===== src/rtl/ex_hazard_ctrl.sv =====
// Execute-stage hazard controller: operand forwarding, load-use stall,
// taken-branch flush and stall sequencing for iterative mul/div ops.
module ex_hazard_ctrl #(
    parameter int MC_LATENCY = 4,
    parameter int CNT_W      = 4
) (
    input  logic       clk,
    input  logic       reset,
    input  logic [4:0] Rs1_D,
    input  logic [4:0] Rs2_D,
    input  logic [4:0] Rs1_E,
    input  logic [4:0] Rs2_E,
    input  logic [4:0] Rd_E,
    input  logic       MemRead_E,
    input  logic       MultiCycle_E,
    input  logic       PCSrc_E,
    input  logic [4:0] Rd_M,
    input  logic       RegWrite_M,
    input  logic [4:0] Rd_W,
    input  logic       RegWrite_W,
    output logic [1:0] ForwardA,
    output logic [1:0] ForwardB,
    output logic       Stall_F,
    output logic       Stall_D,
    output logic       Stall_E,
    output logic       Flush_D,
    output logic       Flush_E,
    output logic       Bubble_M,
    output logic       MC_Start,
    output logic       MC_Done,
    output logic       Busy
);

    // The start cycle itself is one EX cycle, so the counter loads LATENCY-2.
    localparam int   CNT_LOAD = (MC_LATENCY > 1) ? (MC_LATENCY - 2) : 0;
    localparam logic MC_MULTI = (MC_LATENCY > 1);

    typedef enum logic {RUN, MC_BUSY} state_t;

    state_t           r_state;
    state_t           w_nextState;
    logic [CNT_W-1:0] r_cnt;
    logic [CNT_W-1:0] w_nextCnt;
    logic             w_loadUse;

    function automatic logic [1:0] fwdSel(input logic [4:0] rs);
        if (RegWrite_M && (Rd_M != 5'd0) && (Rd_M == rs))
            return 2'b10;
        else if (RegWrite_W && (Rd_W != 5'd0) && (Rd_W == rs))
            return 2'b01;
        else
            return 2'b00;
    endfunction

    assign ForwardA  = fwdSel(Rs1_E);
    assign ForwardB  = fwdSel(Rs2_E);
    assign w_loadUse = MemRead_E && (Rd_E != 5'd0) &&
                       ((Rd_E == Rs1_D) || (Rd_E == Rs2_D));

    always_ff @(posedge clk) begin
        if (reset) begin
            r_state <= RUN;
            r_cnt   <= '0;
        end else begin
            r_state <= w_nextState;
            r_cnt   <= w_nextCnt;
        end
    end

    always_comb begin
        w_nextState = r_state;
        w_nextCnt   = r_cnt;
        case (r_state)
            RUN: begin
                if (!PCSrc_E && MultiCycle_E && MC_MULTI) begin
                    w_nextState = MC_BUSY;
                    w_nextCnt   = CNT_W'(CNT_LOAD);
                end
            end
            MC_BUSY: begin
                if (r_cnt != '0)
                    w_nextCnt = r_cnt - 1'b1;
                else
                    w_nextState = RUN;
            end
            default: begin
                w_nextState = RUN;
                w_nextCnt   = '0;
            end
        endcase
    end

    // A branch in EX outranks a multi-cycle start, which outranks load-use.
    always_comb begin
        Stall_F  = 1'b0;
        Stall_D  = 1'b0;
        Stall_E  = 1'b0;
        Flush_D  = 1'b0;
        Flush_E  = 1'b0;
        Bubble_M = 1'b0;
        MC_Start = 1'b0;
        MC_Done  = 1'b0;
        Busy     = 1'b0;
        case (r_state)
            RUN: begin
                if (PCSrc_E) begin
                    Flush_D = 1'b1;
                    Flush_E = 1'b1;
                end else if (MultiCycle_E) begin
                    MC_Start = 1'b1;
                    if (MC_MULTI) begin
                        Stall_F  = 1'b1;
                        Stall_D  = 1'b1;
                        Stall_E  = 1'b1;
                        Bubble_M = 1'b1;
                    end else begin
                        MC_Done = 1'b1;
                    end
                end else if (w_loadUse) begin
                    Stall_F = 1'b1;
                    Stall_D = 1'b1;
                    Flush_E = 1'b1;
                end
            end
            MC_BUSY: begin
                Busy = 1'b1;
                if (r_cnt != '0) begin
                    Stall_F  = 1'b1;
                    Stall_D  = 1'b1;
                    Stall_E  = 1'b1;
                    Bubble_M = 1'b1;
                end else begin
                    MC_Done = 1'b1;
                end
            end
            default: ;
        endcase
    end

endmodule


===== config.mk =====
export PLATFORM = sky130hd
export DESIGN_NAME = ex_hazard_ctrl
export DESIGN_NICKNAME = d
export VERILOG_FILES = /design/src/rtl/ex_hazard_ctrl.sv
export SDC_FILE = /design/constraint.sdc
export NUM_CORES = 1
export LEC_CHECK = 0
export ABC_AREA = 1
export CAP_MARGIN = 20
export CORE_ASPECT_RATIO = 1.4
export CORE_MARGIN = 2
export CORE_UTILIZATION = 30
export DETAILED_ROUTE_END_ITERATION = 12
export PLACE_DENSITY = 0.75
export RECOVER_POWER = 50
export SLEW_MARGIN = 10
export SYNTH_ARGS = -nofsm -noshare
export SYNTH_HDL_FRONTEND = slang
export SYNTH_SLANG_ARGS = --single-unit

===== constraint.sdc =====
create_clock -name clk -period 1.9 [get_ports clk]
set_input_delay 0.475 -clock clk [delete_from_list [all_inputs] [get_ports clk]]
set_output_delay 0.475 -clock clk [all_outputs]
set_load 0.03 [all_outputs]

# Word level (Yosys, flattened, before mapping)
# Index checks and enable logic that the tools add are counted.
# totals
ff_bits	5
out_inout_bits	13
wordCells	54
# classes
addsub	1
n_eq_ne	8
mux	26
n_bitwise	1
n_reduce_logical	16
# ops
op	count
$eq 5x5->1	6
$mux 1	17
$reduce_bool 5->1	3
$logic_and 1x1->1	9
$mux 4	2
$pmux 1 s2	4
$pmux 4 s2	1
$mux 2	2
$reduce_bool 4->1	1
$sub 4x1->4 const B	1
$ne 2x1->1 const B	1
$ne 2x2->1 const B	1
$reduce_and 2->1	1
$logic_not 1->1	1
$logic_or 1x1->1	1
$not 1->1	1

# Depth between registers and ports, before layout
# logic_depth
ltp_word	7
ltp_mapped	9
ltp_nobuf	9

# Worst setup path after synthesis
# Ideal clock, no wire load.
# synth_timing
kind	input to output
startpoint	in Rd_M[1]
endpoint	out ForwardA[0]
t_arrival_ns	1.449
t_required_ns	1.425
slack_ns	-0.024
cell_stages	4
path_cell_list	xnor2_1 -> nand2_1 -> nor3_2 -> nor2_1
# synth_between
elab_chain_len	4
elab_cells_between_ends	5
classes_between	eq/ne: 1; mux: 1; reduce/logical: 3
# synth_lines
item	line	rtl
from (decl)	17	input logic [4:0] Rd_M,
$reduce_bool 5->1	47	if (RegWrite_M && (Rd_M != 5'd0) && (Rd_M == rs))
$logic_and 1x1->1	47	
$logic_and 1x1->1 (*)	47	
$mux 2 (*)	47	
to (decl)	21	output logic [1:0] ForwardA,
# Mark *: on every way between the ends. The rest lies on a longest branch, timed or not.

# Worst setup path after layout
# layout_timing
startpoint	in Rd_W[0]
endpoint	out ForwardB[0]
# layout_between
elab_chain_len	5
elab_cells_between_ends	6
classes_between	eq/ne: 1; mux: 2; reduce/logical: 3
# layout_lines
item	line	rtl
from (decl)	19	input logic [4:0] Rd_W,
$reduce_bool 5->1	49	else if (RegWrite_W && (Rd_W != 5'd0) && (Rd_W == rs))
$logic_and 1x1->1	49	
$logic_and 1x1->1 (*)	49	
$mux 1 (*)	49	
$mux 2 (*)	47	
to (decl)	22	output logic [1:0] ForwardB,
# Marked as above.

==> results.sh <==
export IMPL_crit_family="simple AND/OR/NAND/NOR gates"
export IMPL_fin_area_mm2=0.00139
export IMPL_yosys_area_top_type="nand2_1"
export IMPL_crit_path_frequent_cell="buf_4"
export IMPL_ys_seq_area_frac=0.124
export IMPL_ios=55
export IMPL_period_share=0.977
export IMPL_grt_overflow=0
export IMPL_final_max_slew_viol_count=0
export IMPL_ys_warnings_count=0
export IMPL_synth_ff_type="dfxtp_1"
export IMPL_wl_per_cell_um=11.3
export IMPL_drc=0
export IMPL_maxSlewHeadroom=0.752
export IMPL_min_path_type="reg -> reg"
export IMPL_grtUsageTotal=0.183
export IMPL_cts_root_buf="clkbuf_4"
export IMPL_first_pass_iters=4
export IMPL_drt_iter0_drc=9
export IMPL_place_area_mm2=0.00140
export IMPL_grt_max_degree=7
export IMPL_critPathKind="in -> out"
export IMPL_syn_avg_cell_area_um2=5.82
export IMPL_syn_cell_area_um2=810
export IMPL_clock_latency_ps=240
export IMPL_synth_seq_cells=5
export IMPL_timing_hold_violations_final=0
export IMPL_leakagePower_uw=0.000760
export IMPL_ys_async_sr_fraction=0
export IMPL_crit_path_start_kind="input port"
export IMPL_cts_sinks=5
export IMPL_viasPerCell=4.59
export IMPL_synth_common_cells="37 x nand2_1, 19 x nor2_1, 18 x inv_1, 15 x xnor2_1, 11 x nand3_1"
export IMPL_gp_congestion=0.795
export IMPL_clk_pin_slew_ps=40
export IMPL_cts_buffers=3
export IMPL_end_kind="output port"
export IMPL_synth_most_common_cell="nand2_1"
export IMPL_grt_pass1_wl_mm=4.26
export IMPL_portBuffers=54
export IMPL_drive_gt1_frac=0.413
export IMPL_worst_ep_arrival_time_ps=1380
export IMPL_nFillCells=287
export IMPL_area_growth_synth_to_final_pct=71.3
export IMPL_dieArea_mm2=0.00314
export IMPL_cts_tree="built"
export IMPL_htree_num_levels=1
export IMPL_period_minus_slack_ps=1860
export IMPL_max_freq_mhz=538
export IMPL_crit_required_ps=1420
export IMPL_synth_cells=139
export IMPL_setup_viol=0
export IMPL_crit_buf_inv=2
export IMPL_met2_length_mm=1.55
export IMPL_place_hpwl_mm=2.18
export IMPL_critical_path_slowest_cell="nor3_2"
export IMPL_num_vias=1087
export IMPL_tightest_slew_ps=374
export IMPL_wl_mm=2.68
export IMPL_synth_area_leaders="nand2_1 17%, xnor2_1 16%, dfxtp_1 12%"
export IMPL_crit_chain="buf_4 > xnor2_2 > nand2_1 > nor3_2 > nand3_1 > nor2_1 > buf_4"
export IMPL_synthDistinctLibCells=24
export IMPL_synth_fp_nets=182
export IMPL_fin_nets=245
export IMPL_antenna_found_initial=0
export IMPL_ir_drop_mv=0.208
export IMPL_whs_ps=486
export IMPL_cp_max_fo=3
export IMPL_yosysTopAreaCellShare=0.172
export IMPL_max_cap_violations=0
export IMPL_first_global_vias=1181
export IMPL_die_w_um=47.9
export IMPL_fin_worst_skew_ps=0.450
export IMPL_top_layer_used="met4"
export IMPL_start_util=0.313
export IMPL_core_area_mm2=0.00259
export IMPL_powerDensity_mw_per_mm2=420
export IMPL_status="finished, final reports clean"
export IMPL_diodes=0
export IMPL_wl_met1_um=837
export IMPL_synth_edf_count=0
export IMPL_clk_path_buf_depth=2
export IMPL_slowest_delay_ps=200
export IMPL_met3WireLength_um=213
export IMPL_dieHeight_um=65.5
export IMPL_rows=22
export IMPL_ant_nets=0
report_power, final:
group	switching [µW]	internal [µW]	leakage (µW)
Sequential	7.88	113	0.0000409
Clock	42.5	79.3	0.0000150
Combinational	183	157	0.000704
Total	234	349	0.000760
placed cells by master (no fill, tap or decap), types with 4 or more instances in the layout:
master         instances
nand3_1                9
buf_2                 14
nor2_1                18
clkbuf_2              14
dlygate4sd2_1          6
xor2_1                 7
dfxtp_1                5
buf_4                 16
nand2_1               35
xnor2_1                9
nand2_2                4
inv_2                  7
inv_1                 16
buf_6                  5
xnor2_2                6
stage by stage:
stage / std cells / total power [µW] / util / TNS [ps] / worst slack (ps)
2_1_floorplan: 139 / 296 / - / 0 / 26.7
5_1_grt: 237 / 630 / 0.536 / -71.5 / -71.5
4_1_cts: 237 / 579 / 0.547 / -2.87 / -2.87
3_3_place_gp: 232 / 456 / 0.542 / -2050 / -338
3_5_place_dp: 232 / 462 / 0.542 / -2180 / -352
6_report: 237 / 583 / 0.536 / 0 / 42.8
layer usage:
metal | track usage | vias up
met5 | 0 | -
met4 | 0.0743 | 0
met3 | 0.0220 | 6
met2 | 0.390 | 52
met1 | 0.140 | 482
li1 | - | 547
registers in the layout (all words and copies together), names as in the netlist:
register  flops
r_state       1
r_cnt         4
logic make-up after synthesis:
logic type | count (synthesis) | synth area share
AO/OA/AOI/OAI | 7 | 0.0541
flip-flops | 5 | 0.124
adder cells (fa/ha/maj) | 1 | 0.0155
AND/OR/NAND/NOR | 78 | 0.436
buffers and inverters | 26 | 0.133
XOR/XNOR | 22 | 0.238
final cells by class:
class | count | area, µm² | share of cell area
Clock buffer | 4 | 26.3 | 0.0190
Multi-Input combinational cell | 108 | 707 | 0.510
Sequential cell | 5 | 100 | 0.0722
Inverter | 24 | 92.6 | 0.0668
Timing Repair Buffer | 60 | 415 | 0.300
Tap cell | 36 | 45.0 | 0.0325
path summary, 6_finish.rpt:
path / startpoint / to / slack, ps / depth (start not counted)
max: Rd_W[0] / ForwardB[0] / 40 / 7
min: r_cnt[0] / r_cnt[0] / 490 / 1
max reg2reg: r_cnt[0] / r_cnt[2] / 560 / 9
min reg2reg: r_cnt[0] / r_cnt[0] / 490 / 1
repair_timing:
item | in CTS | in global routing
buffers inserted | 1 | 0
hold buffers | 0 | 0
gates resized for setup | 105 | 46
endpoints found under the hold margin | 0 | 0
pin swaps | 33 | 34
endpoints found under the setup margin | 8 | 6
(Power assumes the default switching activity.)
